`src/rtl/scpu_pkg.sv`:
```
// Shared definitions for the bus sequencer: op and state encodings, the
// captured command record and the address-pair to register mapping.
package scpu_pkg;

  localparam int NREGS = 8;

  typedef enum logic [1:0] {
    OP_MOV   = 2'b00,
    OP_LOAD  = 2'b01,
    OP_STORE = 2'b10,
    OP_MRST  = 2'b11
  } op_e;

  typedef enum logic [2:0] {
    ST_IDLE    = 3'd0,
    ST_MOV     = 3'd1,
    ST_ST      = 3'd2,
    ST_MRST    = 3'd3,
    ST_LD_ADDR = 3'd4,
    ST_LD_WAIT = 3'd5,
    ST_LD_DATA = 3'd6
  } state_e;

  typedef struct packed {
    op_e        op;
    logic [2:0] src;
    logic [2:0] dst;
    logic [1:0] pair;
  } cmd_t;

  // Pair p: register 2p drives addr_bus[15:8], register 2p+1 drives addr_bus[7:0].
  function automatic logic [2:0] pair_hi_reg(input logic [1:0] pair);
    return {pair, 1'b0};
  endfunction

  function automatic logic [2:0] pair_lo_reg(input logic [1:0] pair);
    return {pair, 1'b1};
  endfunction

endpackage

```
`src/rtl/bus_sequencer_if.sv`:
```
// Command handshake plus register-file / memory enable bundle.
// master = instruction decode / datapath side, slave = the sequencer.
interface bus_sequencer_if;

  logic       cmd_valid;
  logic       cmd_ready;
  logic [1:0] cmd_op;
  logic [2:0] cmd_src;
  logic [2:0] cmd_dst;
  logic [1:0] cmd_pair;
  logic       done;
  logic       busy;
  logic [7:0] regs_rdata;
  logic [7:0] regs_wdata;
  logic [7:0] regs_raddr;
  logic [7:0] regs_waddr;
  logic       mem_ce;
  logic       mem_wre;
  logic       mem_rst;

  modport master (
    output cmd_valid, cmd_op, cmd_src, cmd_dst, cmd_pair,
    input  cmd_ready, done, busy, regs_rdata, regs_wdata, regs_raddr,
    input  regs_waddr, mem_ce, mem_wre, mem_rst
  );

  modport slave (
    input  cmd_valid, cmd_op, cmd_src, cmd_dst, cmd_pair,
    output cmd_ready, done, busy, regs_rdata, regs_wdata, regs_raddr,
    output regs_waddr, mem_ce, mem_wre, mem_rst
  );

endinterface

```
`src/rtl/onehot_dec3.sv`:
```
// 3-to-8 one-hot decoder with enable; all zeros when disabled.
module onehot_dec3 (
  input  logic       en,
  input  logic [2:0] idx,
  output logic [7:0] onehot
);

  // Decode index into a single set bit.
  always_comb begin
    onehot = 8'h00;
    if (en) begin
      onehot[idx] = 1'b1;
    end else begin
      onehot = 8'h00;
    end
  end

endmodule

```
`src/rtl/bus_sequencer.sv`:
```
// Micro-op sequencer: captures one command, then steps the register-file and
// memory enables so that at most one agent drives the data bus per cycle.
module bus_sequencer
  import scpu_pkg::*;
#(
  parameter int MEM_RD_LAT = 1
) (
  input  logic            clk,
  input  logic            rst,
  bus_sequencer_if.slave  bus
);

  localparam logic [1:0] WAIT_LAST = 2'(MEM_RD_LAT - 2);

  state_e     state_q, state_d;
  cmd_t       cmd_q, cmd_d;
  logic [1:0] wait_q, wait_d;

  logic       rd_en_s, wr_en_s, pair_en_s;
  logic       ce_d, wre_d, mrst_d, done_d, busy_d, ready_d;
  logic [7:0] rdata_d, wdata_d, pair_hi_s, raddr_d;
  logic       ce_q, wre_q, mrst_q, done_q, busy_q, ready_q;
  logic [7:0] rdata_q, wdata_q, raddr_q;

  // State, captured command and wait counter.
  always_ff @(posedge clk) begin
    if (rst) begin
      state_q <= ST_IDLE;
      cmd_q   <= '{op: OP_MOV, src: 3'd0, dst: 3'd0, pair: 2'd0};
      wait_q  <= 2'd0;
    end else begin
      state_q <= state_d;
      cmd_q   <= cmd_d;
      wait_q  <= wait_d;
    end
  end

  // Next state; fields are captured only on the accepting edge.
  always_comb begin
    state_d = state_q;
    cmd_d   = cmd_q;
    wait_d  = wait_q;
    case (state_q)
      ST_IDLE: begin
        if (bus.cmd_valid) begin
          cmd_d.op   = op_e'(bus.cmd_op);
          cmd_d.src  = bus.cmd_src;
          cmd_d.dst  = bus.cmd_dst;
          cmd_d.pair = bus.cmd_pair;
          wait_d     = 2'd0;
          case (op_e'(bus.cmd_op))
            OP_MOV:   state_d = ST_MOV;
            OP_LOAD:  state_d = ST_LD_ADDR;
            OP_STORE: state_d = ST_ST;
            OP_MRST:  state_d = ST_MRST;
            default:  state_d = ST_IDLE;
          endcase
        end else begin
          state_d = ST_IDLE;
        end
      end
      ST_LD_ADDR: begin
        if (MEM_RD_LAT == 1) begin
          state_d = ST_LD_DATA;
        end else begin
          state_d = ST_LD_WAIT;
        end
      end
      ST_LD_WAIT: begin
        if (wait_q == WAIT_LAST) begin
          state_d = ST_LD_DATA;
        end else begin
          wait_d = wait_q + 2'd1;
        end
      end
      ST_MOV, ST_ST, ST_MRST, ST_LD_DATA: state_d = ST_IDLE;
      default: state_d = ST_IDLE;
    endcase
  end

  // Enables for the upcoming cycle, decoded from next state and fields.
  always_comb begin
    rd_en_s   = 1'b0;
    wr_en_s   = 1'b0;
    pair_en_s = 1'b0;
    ce_d      = 1'b0;
    wre_d     = 1'b0;
    mrst_d    = 1'b0;
    case (state_d)
      ST_MOV: begin
        rd_en_s = 1'b1;
        wr_en_s = 1'b1;
      end
      ST_ST: begin
        pair_en_s = 1'b1;
        rd_en_s   = 1'b1;
        ce_d      = 1'b1;
        wre_d     = 1'b1;
      end
      ST_MRST: mrst_d = 1'b1;
      ST_LD_ADDR, ST_LD_WAIT: begin
        pair_en_s = 1'b1;
        ce_d      = 1'b1;
      end
      ST_LD_DATA: begin
        pair_en_s = 1'b1;
        ce_d      = 1'b1;
        wr_en_s   = 1'b1;
      end
      default: begin
        rd_en_s = 1'b0;
      end
    endcase
    raddr_d = pair_hi_s | (pair_hi_s << 1);
    done_d  = (state_q != ST_IDLE) && (state_d == ST_IDLE);
    busy_d  = (state_d != ST_IDLE);
    ready_d = (state_d == ST_IDLE);
  end

  onehot_dec3 u_rd_dec   (.en(rd_en_s),   .idx(cmd_d.src),              .onehot(rdata_d));
  onehot_dec3 u_wr_dec   (.en(wr_en_s),   .idx(cmd_d.dst),              .onehot(wdata_d));
  onehot_dec3 u_pair_dec (.en(pair_en_s), .idx(pair_hi_reg(cmd_d.pair)), .onehot(pair_hi_s));

  // Output registers; reset drops any command in flight without a done pulse.
  always_ff @(posedge clk) begin
    if (rst) begin
      rdata_q <= 8'h00;
      wdata_q <= 8'h00;
      raddr_q <= 8'h00;
      ce_q    <= 1'b0;
      wre_q   <= 1'b0;
      mrst_q  <= 1'b0;
      done_q  <= 1'b0;
      busy_q  <= 1'b0;
      ready_q <= 1'b1;
    end else begin
      rdata_q <= rdata_d;
      wdata_q <= wdata_d;
      raddr_q <= raddr_d;
      ce_q    <= ce_d;
      wre_q   <= wre_d;
      mrst_q  <= mrst_d;
      done_q  <= done_d;
      busy_q  <= busy_d;
      ready_q <= ready_d;
    end
  end

  assign bus.regs_rdata = rdata_q;
  assign bus.regs_wdata = wdata_q;
  assign bus.regs_raddr = raddr_q;
  assign bus.regs_waddr = 8'h00;
  assign bus.mem_ce     = ce_q;
  assign bus.mem_wre    = wre_q;
  assign bus.mem_rst    = mrst_q;
  assign bus.done       = done_q;
  assign bus.busy       = busy_q;
  assign bus.cmd_ready  = ready_q;

endmodule

```
`src/flat_wrapper.sv`:
```
// flat-port wrapper written by rule: the top's interface ports become plain ports
module bus_sequencer_flat import scpu_pkg::*;
#(
  parameter int MEM_RD_LAT = 1
)
  (clk, rst, bus_cmd_valid, bus_cmd_op, bus_cmd_src, bus_cmd_dst, bus_cmd_pair, bus_cmd_ready, bus_done, bus_busy, bus_regs_rdata, bus_regs_wdata, bus_regs_raddr, bus_regs_waddr, bus_mem_ce, bus_mem_wre, bus_mem_rst);
  bus_sequencer_if bus_i ();
  input  logic clk;
  input  logic rst;
  input wire logic [$bits(bus_i.cmd_valid)-1:0] bus_cmd_valid;
  input wire logic [$bits(bus_i.cmd_op)-1:0] bus_cmd_op;
  input wire logic [$bits(bus_i.cmd_src)-1:0] bus_cmd_src;
  input wire logic [$bits(bus_i.cmd_dst)-1:0] bus_cmd_dst;
  input wire logic [$bits(bus_i.cmd_pair)-1:0] bus_cmd_pair;
  output wire logic [$bits(bus_i.cmd_ready)-1:0] bus_cmd_ready;
  output wire logic [$bits(bus_i.done)-1:0] bus_done;
  output wire logic [$bits(bus_i.busy)-1:0] bus_busy;
  output wire logic [$bits(bus_i.regs_rdata)-1:0] bus_regs_rdata;
  output wire logic [$bits(bus_i.regs_wdata)-1:0] bus_regs_wdata;
  output wire logic [$bits(bus_i.regs_raddr)-1:0] bus_regs_raddr;
  output wire logic [$bits(bus_i.regs_waddr)-1:0] bus_regs_waddr;
  output wire logic [$bits(bus_i.mem_ce)-1:0] bus_mem_ce;
  output wire logic [$bits(bus_i.mem_wre)-1:0] bus_mem_wre;
  output wire logic [$bits(bus_i.mem_rst)-1:0] bus_mem_rst;
  assign bus_i.cmd_valid = bus_cmd_valid;
  assign bus_i.cmd_op = bus_cmd_op;
  assign bus_i.cmd_src = bus_cmd_src;
  assign bus_i.cmd_dst = bus_cmd_dst;
  assign bus_i.cmd_pair = bus_cmd_pair;
  assign bus_cmd_ready = bus_i.cmd_ready;
  assign bus_done = bus_i.done;
  assign bus_busy = bus_i.busy;
  assign bus_regs_rdata = bus_i.regs_rdata;
  assign bus_regs_wdata = bus_i.regs_wdata;
  assign bus_regs_raddr = bus_i.regs_raddr;
  assign bus_regs_waddr = bus_i.regs_waddr;
  assign bus_mem_ce = bus_i.mem_ce;
  assign bus_mem_wre = bus_i.mem_wre;
  assign bus_mem_rst = bus_i.mem_rst;
  bus_sequencer #(.MEM_RD_LAT(MEM_RD_LAT)) u_core (.clk(clk), .rst(rst), .bus(bus_i));
endmodule
```
`config.mk`:
```
export PLATFORM = sky130hd
export DESIGN_NAME = bus_sequencer_flat
export DESIGN_NICKNAME = d
export VERILOG_FILES = /design/src/rtl/scpu_pkg.sv /design/src/rtl/bus_sequencer_if.sv /design/src/rtl/onehot_dec3.sv /design/src/rtl/bus_sequencer.sv /design/src/flat_wrapper.sv
export SDC_FILE = /design/constraint.sdc
export NUM_CORES = 1
export LEC_CHECK = 0
export ABC_AREA = 0
export BUFFER_PORTS_ARGS = -buffer_cell sky130_fd_sc_hd__buf_2
export CORE_MARGIN = 2
export CORE_UTILIZATION = 49
export DETAILED_ROUTE_END_ITERATION = 7
export GPL_TIMING_DRIVEN = 0
export PLACE_DENSITY = 0.88
export SETUP_SLACK_MARGIN = 0.02
export SLEW_MARGIN = 40
export SYNTH_ARGS = -nofsm -noshare
export SYNTH_HDL_FRONTEND = slang
export SYNTH_SLANG_ARGS = --single-unit
```
`constraint.sdc`:
```
create_clock -name clk -period 1.6 [get_ports clk]
set_input_delay 0.32 -clock clk [delete_from_list [all_inputs] [get_ports clk]]
set_output_delay 0.32 -clock clk [all_outputs]
set_load 0.01 [all_outputs]
```
==> out/qor.yml, run 1 <==
timing:
  setup_violations: 0
  max_freq_mhz: 670
  slew_violations: 0
  skew_ns: 0.00768
  min_period_over_period: 0.933
  final.setup.worst_slack_ns: 0.107
  rsz0062_at_grt: "true"
  finalHoldViolCount: 0
  period_needed_ns: 1.49
clocking:
  cts_buffer_depth: 2
  cts_hold_repair.buffers: 0
  root_buffer: "clkbuf_4"
  clkLatencyLatePin_ns: 0.34
  htreeDepth: 2
  cts_buffers: 5
  cts_tree: "done"
  clkSinkCount: 38
  clkTransAtPathRegs_ns: 0.11
drt:
  wl_per_cell_um: 12.0
  vias: 1437
  viasPerCell: 5.04
  first_pass_iters: 4
  ant_nets: 0
  drc: 0
  routed_wl_um: 3410
  drt_iter0_markers: 64
pwr:
  swShare: 0.277
  ir_drop_v: 0.000487
  power_switching_uw: 515
  pwr_density_cell_nw_per_um2: 914
  clkPwrFrac: 0.273
  pwr-share-comb: 0.183
  pwr-share-seq: 0.544
  p_int_mw: 1.34
  p_leak_nw: 0.925
floorplan:
  die_area_um2: 3760
  core.rowCount: 20
  design.portCount: 51
  initial_core_util: 0.522
  die_y_um: 61.3
  die_w_um: 61.3
  coreArea_um2: 3080
placement:
  portBuffers: 42
  post-place-ws_ns: -0.211
  gp_congestion: 0.820
  place_hpwl_um: 2320
  place_area_um2: 1900
critical_path:
  critPathCaptureType: "register"
  crit_chain: "nand2b_4, nor3_4, clkbuf_4, nor3_1, a31oi_1, nor2_1"
  cpMaxStageDelayCell: "dfxtp_2"
  crit_path_max_incr_delay_ns: 0.36
  path_buf_inv: 1
  crit_family: "simple AND/OR/NAND/NOR gates"
  worst_ep_required_time_ns: 1.84
  startpoint_type: "register"
  cp_max_fo: 10
  cp.arrival_ns: 1.73
  worst-setup-path-type: "register to register"
status:
  outcome: "finished, final reports clean"
logic_synthesis:
  yosysWarnings: 0
  ys_seq_area_frac: 0.473
  synth_seq_cells: 38
  synthesis.area_um2: 1610
  synthCells: 181
  synth_area_per_cell_um2: 8.88
  synth_cell_types: 38
finish:
  fin_util: 0.660
  final_cell_mix: "42 x buf_2, 36 x dfxtp_1, 31 x nor2_1"
  layout_commonest_cell: "buf_2"
  stdcell_area_um2: 2030
  nNetsFinal: 255
  num_antenna_cells: 0
  layout-drive-gt1-share: 0.353
  syn_to_final_growth_pct: 26.3
global_route:
  first_global_vias: 1225
  grt_usage: 0.186
  grt_max_degree: 12
  overflow: 0
  antenna_found_initial: 0
  grt_pass1_wl_um: 5100
hold_path:
  hold_class: "input port to register"
flow_run:
  max-cap-violations: 0
-- state kept, by name, indices dropped and copies added (netlist names) --
signal / cells
u_core.bus.mem_ce: 1
u_core.bus.cmd_ready: 1
u_core.bus.busy: 1
u_core.state_q: 3
u_core.bus.regs_wdata: 8
u_core.cmd_q: 7
u_core.bus.regs_rdata: 8
u_core.bus.mem_wre: 1
u_core.wait_q: 2
u_core.bus.regs_raddr: 4
u_core.bus.mem_rst: 1
u_core.bus.done: 1
-- routing by layer --
metal / routed length, um / GRT usage / up-vias
met4: 62 / 0.109 / 0
met5: 0 / 0 / -
met2: 1660 / 0.299 / 56
met3: 253 / 0.0756 / 8
met1: 1440 / 0.207 / 658
li1: - / - / 715
-- logic make-up after synthesis --
kind of cell | synth area share
and+or+nand+nor | 0.286
buffers and inverters | 0.0988
adders and majority gates | 0.0156
other | 0.00233
AOI/OAI and AO/OA | 0.118
DFF | 0.473
xor gates and xnor gates | 0.00545
-- worst register-to-register path: stages, from the launching register on --
cell and delay (ns):
dfxtp_2 0.36, nand2b_4 0.16, nor3_4 0.28, clkbuf_4 0.26
nor3_1 0.06, a31oi_1 0.21, nor2_1 0.06
-- metrics by stage --
stage	TNS [ns]	hold slack (ns)	total power, mW	instances
2_1_floorplan	0	0.412	1.24	188
3_3_place_gp	-1.20	0.462	1.32	274
3_5_place_dp	-1.33	0.470	1.33	274
4_1_cts	0	0.215	1.84	282
5_1_grt	-0.0329	0.215	1.96	285
6_report	0	0.232	1.86	285
-- timing repair --
item                       CTS  global route
buffers inserted             0             3
pin swaps                    0             2
resized for setup            1            12
setup endpoints to repair    3            28
-- synthesized netlist by cell type --
library cell,count,area [um2]
and3_1,1,6.26
nor4_1,1,6.26
nor4b_1,2,17.5
nor4b_4,1,23.8
o31ai_1,1,7.51
nor4b_2,1,15.0
nor2b_1,2,12.5
conb_1,1,3.75
nor3b_1,2,15.0
dfxtp_1,38,761
nand2b_1,3,18.8
a22oi_1,1,7.51
or2b_1,1,7.51
nand4_1,1,6.26
nor2_1,31,116
nand3_1,4,20.0
buf_6,2,22.5
nand4b_1,1,8.76
or3_1,1,6.26
a32oi_1,3,26.3
inv_1,7,26.3
xor2_1,1,8.76
o21ai_1,1,5.00
nor3_1,7,35.0
buf_4,12,90.1
ha_1,2,25.0
nand3b_1,4,30.0
or3_4,1,11.3
a31oi_1,6,37.5
a21o_1,2,15.0
nor3_4,1,16.3
nand2b_4,1,13.8
clkbuf_1,4,15.0
nand2_1,17,63.8
and2b_4,1,10.0
a21oi_1,14,70.1
a31oi_4,1,21.3
buf_2,1,5.00
-- path summary, 6_finish.rpt --
kind / start / endpoint / slack [ns] / depth (start not counted)
worst min register to register: u_core.cmd_q[7] / u_core.cmd_q[7] / 0.51 / 2
worst min-delay path: bus_cmd_src[0] / u_core.cmd_q[5] / 0.23 / 3
worst max register to register: u_core.state_q[0] / u_core.bus.regs_rdata[2] / 0.11 / 6
worst max-delay path: u_core.state_q[0] / u_core.bus.regs_rdata[2] / 0.11 / 6
-- final cells by class --
class	instances	area, um2
buffer	19	136
clock buffer	7	55.1
clock inverter	1	5.00
fill	251	1050
inverter	7	26.3
multi-input combinational	124	757
sequential	38	763
tap	44	55.1
timing repair buffer	45	233
-- power groups by stage --
| stage | Clock [mW] | Combinational [mW] | Sequential [mW] |
|---|---|---|---|
| final | 0.506 | 0.340 | 1.01 |
| after global routing | 0.575 | 0.369 | 1.01 |
| after detailed placement | 0 | 0.304 | 1.03 |
| after floorplan | 0 | 0.206 | 1.04 |
| after global placement | 0 | 0.298 | 1.03 |
| after CTS | 0.527 | 0.306 | 1.01 |
Power figures use the tool's default switching activity.
==> inputs of run 2 (changes only) <==
--- a/config.mk
+++ b/config.mk
@@ -12,6 +12,7 @@
 export DETAILED_ROUTE_END_ITERATION = 7
 export GPL_TIMING_DRIVEN = 0
 export PLACE_DENSITY = 0.88
+export RECOVER_POWER = 100
 export SETUP_SLACK_MARGIN = 0.02
 export SLEW_MARGIN = 40
 export SYNTH_ARGS = -nofsm -noshare
==> constraint.sdc (replaced) <==
create_clock -name clk -period 1.6 [get_ports clk]
set_input_delay 0.32 -clock clk [delete_from_list [all_inputs] [get_ports clk]]
set_output_delay 0.32 -clock clk [all_outputs]
set_load 0.02 [all_outputs]
==> out/qor.yml, run 2 (synthesized netlist as in run 1, its figures left out) <==
finish:
  ff_latch_area_um2: 763  # unchanged
  stdcell_area_um2: 1990  # -2.2%
  nNetsFinal: 255  # unchanged
  fill_cells: 266  # +6.0%
  final_cell_mix: "36 x dfxtp_1, 35 x clkbuf_1, 31 x nor2_1"
  layout_commonest_cell: "dfxtp_1"
  instances_no_fill: 285  # unchanged
  syn_to_final_growth_pct: 23.6
  layout-drive-gt1-share: 0.220  # -0.133
  multi_input_area_um2: 752  # -0.66%
  num_antenna_cells: 0  # unchanged
hold_path:
  hp-start: "bus_cmd_src[0]"
  hold_class: "input port to register"
timing:
  max_freq_mhz: 669  # -0.16%
  period_needed_ns: 1.50  # +0.00236 ns
  slew_violations: 0  # unchanged
  skew_ns: 0.00824  # +0.000567 ns
  rsz0062_at_grt: "true"
  finalHoldViolCount: 0  # unchanged
  setup_violations: 0  # unchanged
  min_period_over_period: 0.935  # +0.00148
  hold_ws_ns: 0.230  # -0.00149 ns
critical_path:
  cp-startpoint: "u_core.state_q[0]"
  startpoint_type: "register"
  crit_path_max_incr_delay_ns: 0.39  # +0.03 ns
  crit_family: "compound AO/OA/AOI/OAI gates"
  cp.arrival_ns: 1.73  # about the same
  worst-setup-path-type: "register to register"
  path_buf_inv: 0  # -1
  crit_chain: "and2b_4, a31oi_4, o21ai_2, a32oi_2, nor2_1"
  reg2reg_from: "u_core.state_q[0]"
  worst_ep_required_time_ns: 1.83  # about the same
  cp_max_fo: 6  # -4
  critPathCaptureType: "register"
  cpMaxStageDelayCell: "dfxtp_2"
global_route:
  grt_pass1_wl_um: 5100  # unchanged
  antenna_found_initial: 0  # unchanged
  overflow: 0  # unchanged
  grt_usage: 0.186  # unchanged
  grt_max_degree: 12  # unchanged
  first_global_vias: 1225  # unchanged
clocking:
  clkTransAtPathRegs_ns: 0.11  # about the same
  clkLatencyLatePin_ns: 0.34  # about the same
  root_buffer: "clkbuf_4"
  cts_tree: "done"
  clkSinkCount: 38  # unchanged
  cts_buffer_depth: 2  # unchanged
  htreeDepth: 2  # unchanged
  cts_buffers: 5  # unchanged
placement:
  portBuffers: 42  # unchanged
  place_area_um2: 1900  # unchanged
  gp_congestion: 0.820  # unchanged
  dp_cells: 274  # unchanged
  place_hpwl_um: 2320  # unchanged
floorplan:
  coreArea_um2: 3080  # unchanged
  die_area_um2: 3760  # unchanged
  initial_core_util: 0.522  # unchanged
  die_w_um: 61.3  # unchanged
  die_y_um: 61.3  # unchanged
  design.portCount: 51  # unchanged
  core.rowCount: 20  # unchanged
flow_run:
  max-cap-violations: 0  # unchanged
drt:
  viasPerCell: 5.01  # -0.70%
  first_pass_iters: 4  # unchanged
  vias: 1427  # -0.70%
  wl_per_cell_um: 12.0  # about the same
  routed_wl_um: 3420  # about the same
  ant_nets: 0  # unchanged
  met3WireLength_um: 283  # +12%
  drt_iter0_markers: 43  # -33%
  highest_layer: "met4"
  drc: 0  # unchanged
  met1_length_um: 1410  # -1.9%
  route.met2.wl_um: 1650  # -0.24%
pwr:
  p_leak_nw: 0.794  # -14%
  ir_drop_v: 0.000491  # +0.96%
  pwr_density_cell_nw_per_um2: 943  # +3.2%
status:
  outcome: "finished, final reports clean"
-- run 2: cell count changes in the layout (fill, tap and decap cells not counted), sizes merged --
cell,delta
clkbuf,+31
buf,-31
-- run 2: worst paths after layout --
path | endpoint | slack [ns] | depth (start not counted)
min reg2reg | u_core.cmd_q[7] | 0.51 | 2
max | u_core.bus.regs_wdata[2] | 0.10 | 5
min | u_core.cmd_q[5] | 0.23 | 3
max reg2reg | u_core.bus.regs_wdata[2] | 0.10 | 5
-- run 2: repair_timing --
item                       CTS  global route
pin swaps                    0             2
setup buffers                0             3
hold buffers                 0             0
resized for setup            1            12
setup endpoints to repair    3            28
hold endpoints to repair     0             0
-- run 2: cell type report --
cell class | count | share of cell area
well taps | 44 | 0.0277
inverters | 7 | 0.0132
clock buffers | 7 | 0.0277
flip-flops and latches | 38 | 0.384
multi-input cells | 124 | 0.378
repair buffers | 45 | 0.0976
plain buffers | 19 | 0.0686
clock inverters | 1 | 0.00252
-- run 2: power by group --
part | total, mW | switching, mW | internal, mW
sequential | 1.01 | 0.0269 | 0.984
clock | 0.506 | 0.294 | 0.213
combinational | 0.357 | 0.221 | 0.136
-- run 2: layer usage --
layer	vias up	track usage
li1	715	-
met1	640	0.207
met2	62	0.299
met3	10	0.0756
met4	0	0.109
met5	-	0
-- run 2: stage by stage --
| step | total power [mW] | setup slack (ns) | TNS (ns) | util |
|---|---|---|---|---|
| floorplan | 1.27 | 0.156 | 0 | - |
| global placement | 1.35 | -0.193 | -1.20 | 0.617 |
| CTS | 1.87 | 0.0196 | 0 | 0.639 |
| finish | 1.87 | 0.104 | 0 | 0.646 |
| global route | 1.98 | -0.0221 | -0.0292 | 0.646 |
| detailed placement | 1.36 | -0.211 | -1.33 | 0.617 |
-- run 2: worst reg2reg max path, delay by kind of cell (launching register included) --
kind             cells  cell delay (ns)
AO/OA/AOI/OAI        3             0.68
AND/OR/NAND/NOR      2             0.32
flip-flops           1             0.39
==> inputs of run 3 (changes only) <==
--- a/config.mk
+++ b/config.mk
@@ -7,8 +7,10 @@
 export LEC_CHECK = 0
 export ABC_AREA = 0
 export BUFFER_PORTS_ARGS = -buffer_cell sky130_fd_sc_hd__buf_2
+export CELL_PAD_IN_SITES_DETAIL_PLACEMENT = 1
+export CELL_PAD_IN_SITES_GLOBAL_PLACEMENT = 1
 export CORE_MARGIN = 2
-export CORE_UTILIZATION = 49
+export CORE_UTILIZATION = 36
 export DETAILED_ROUTE_END_ITERATION = 7
 export GPL_TIMING_DRIVEN = 0
 export PLACE_DENSITY = 0.88
==> constraint.sdc (replaced) <==
create_clock -name clk -period 1.6 [get_ports clk]
set_input_delay 0.32 -clock clk [delete_from_list [all_inputs] [get_ports clk]]
set_output_delay 0.32 -clock clk [all_outputs]
set_load 0.01 [all_outputs]
==> out/qor.yml, run 3 (synthesized netlist as in run 1, its figures left out) <==
status:
  outcome: "finished, final reports clean"
floorplan:
  core.rowCount: 24  # +20%
  initial_core_util: 0.372  # -0.151
  die_area_um2: 5020  # +34%
  die_y_um: 70.8  # +16%
  die_w_um: 70.8  # +16%
  coreArea_um2: 4320  # +40%
  design.portCount: 51  # unchanged
finish:
  layout_commonest_cell: "dfxtp_1"
  final_cell_mix: "36 x dfxtp_1, 33 x clkbuf_1, 31 x nor2_1"
  layout-drive-gt1-share: 0.260  # +0.0402
  fill_cells: 541  # +100%
  syn_to_final_growth_pct: 31.5
  num_antenna_cells: 0  # unchanged
  nNetsFinal: 260  # +2.0%
timing:
  rsz0062_at_grt: "true"
  max_freq_mhz: 640  # -4.2%
  period_needed_ns: 1.56  # +0.0657 ns
  setup_violations: 0  # unchanged
  hold_ws_ns: 0.297  # +0.0671 ns
  slew_violations: 0  # unchanged
  worst_slew_pin_slew_ns: 0.566
  min_period_over_period: 0.976  # +0.0411
  relSlewSlack: 0.623
  skew_ns: 0.00848  # +0.000234 ns
  finalHoldViolCount: 0  # unchanged
critical_path:
  worst-setup-path-type: "register to register"
  startpoint_type: "register"
  cp_max_fo: 7  # +1
  critPathCaptureType: "register"
  cp.arrival_ns: 1.78  # +0.05 ns
  worst_ep_required_time_ns: 1.82  # about the same
global_route:
  overflow: 0  # unchanged
  grt_pass1_wl_um: 6250  # +23%
  first_global_vias: 1343  # +9.6%
  grt_max_degree: 13  # +1
  antenna_found_initial: 0  # unchanged
  grt_usage: 0.159  # -0.0267
pwr:
  power_mw: 2.17  # +16%
  pwr_density_cell_nw_per_um2: 1030  # +9.0%
  ir_drop_v: 0.000685  # +39%
  p_leak_nw: 0.849  # +6.9%
clocking:
  htreeDepth: 2  # unchanged
  cts_hold_repair.buffers: 0  # unchanged
  cts_tree: "done"
  cts_buffers: 5  # unchanged
  cts_buffer_depth: 2  # unchanged
  clkSinkCount: 38  # unchanged
  root_buffer: "clkbuf_8"
  clkLatencyLatePin_ns: 0.29  # -0.05 ns
  clkTransAtPathRegs_ns: 0.08  # -0.03 ns
drt:
  first_pass_iters: 4  # unchanged
  wl_per_cell_um: 14.9  # +24%
  viasPerCell: 5.01  # +0.13%
  vias: 1494  # +4.7%
  routed_wl_um: 4440  # +30%
  drc: 0  # unchanged
  ant_nets: 0  # unchanged
  drt_iter0_markers: 60  # +40%
flow_run:
  max-cap-violations: 0  # unchanged
placement:
  gp_congestion: 0.791  # -3.6%
  portBuffers: 42  # unchanged
  place_hpwl_um: 2860  # +23%
hold_path:
  hold_class: "input port to register"
[run 3: changes by cell type in the layout (fill, tap and decap cells not counted), sizes merged]
cell    change
clkinv      +1
buf         +6
bufinv      +1
clkbuf      -3
[run 3: path summary, 6_finish.rpt]
| check | from | endpoint | slack, ns | depth (start not counted) |
|---|---|---|---|---|
| worst min register to register | u_core.wait_q[1] | u_core.wait_q[1] | 0.52 | 2 |
| worst max-delay path | u_core.state_q[0] | u_core.bus.regs_raddr[3] | 0.04 | 6 |
| worst min-delay path | bus_cmd_src[2] | u_core.cmd_q[7] | 0.30 | 3 |
| worst max register to register | u_core.state_q[0] | u_core.bus.regs_raddr[3] | 0.04 | 6 |
[run 3: where the power goes]
group | total, mW | internal (mW) | switching [mW]
registers | 1.01 | 0.983 | 0.0278
logic | 0.369 | 0.154 | 0.215
clock network | 0.795 | 0.459 | 0.337
[run 3: worst max-delay path: stages, from the launching register on]
cell and delay, ns:
dfxtp_4 0.36, nand2b_4 0.16, nor3_4 0.33, buf_4 0.18
a31oi_1 0.08, a21o_1 0.23, a21oi_1 0.14
[run 3: stage by stage]
| step | setup slack [ns] | instance area (um2) | util | std cells | setup TNS, ns |
|---|---|---|---|---|---|
| 2_1_floorplan | 0.156 | 1630 | - | 188 | 0 |
| 3_3_place_gp | -0.261 | 1910 | 0.442 | 282 | -1.59 |
| 3_5_place_dp | -0.243 | 1910 | 0.442 | 282 | -1.80 |
| 4_1_cts | 0.0328 | 2040 | 0.471 | 290 | 0 |
| 5_1_grt | -0.0452 | 2110 | 0.489 | 298 | -0.256 |
| 6_report | 0.0384 | 2110 | 0.489 | 298 | 0 |
[run 3: per-layer routing]
metal | track usage | wire length (um)
met1 | 0.172 | 1750
met2 | 0.281 | 2370
met3 | 0.0513 | 254
met4 | 0.0755 | 68
met5 | 0 | 0
[run 3: cell type report]
cell class	instances	area [um2]	share of cell area
Buffer	19	136	0.0645
Multi-Input combinational cell	124	779	0.369
Clock buffer	5	68.8	0.0325
Timing Repair Buffer	50	233	0.110
Clock inverter	3	40.0	0.0189
Inverter	7	26.3	0.0124
Tap cell	52	65.1	0.0308
Sequential cell	38	766	0.362
[run 3: what timing repair did]
action / in CTS / in global routing
buffers inserted: 0 / 8
resized for setup: 4 / 15
setup endpoints to repair: 10 / 25
pin swaps: 2 / 6
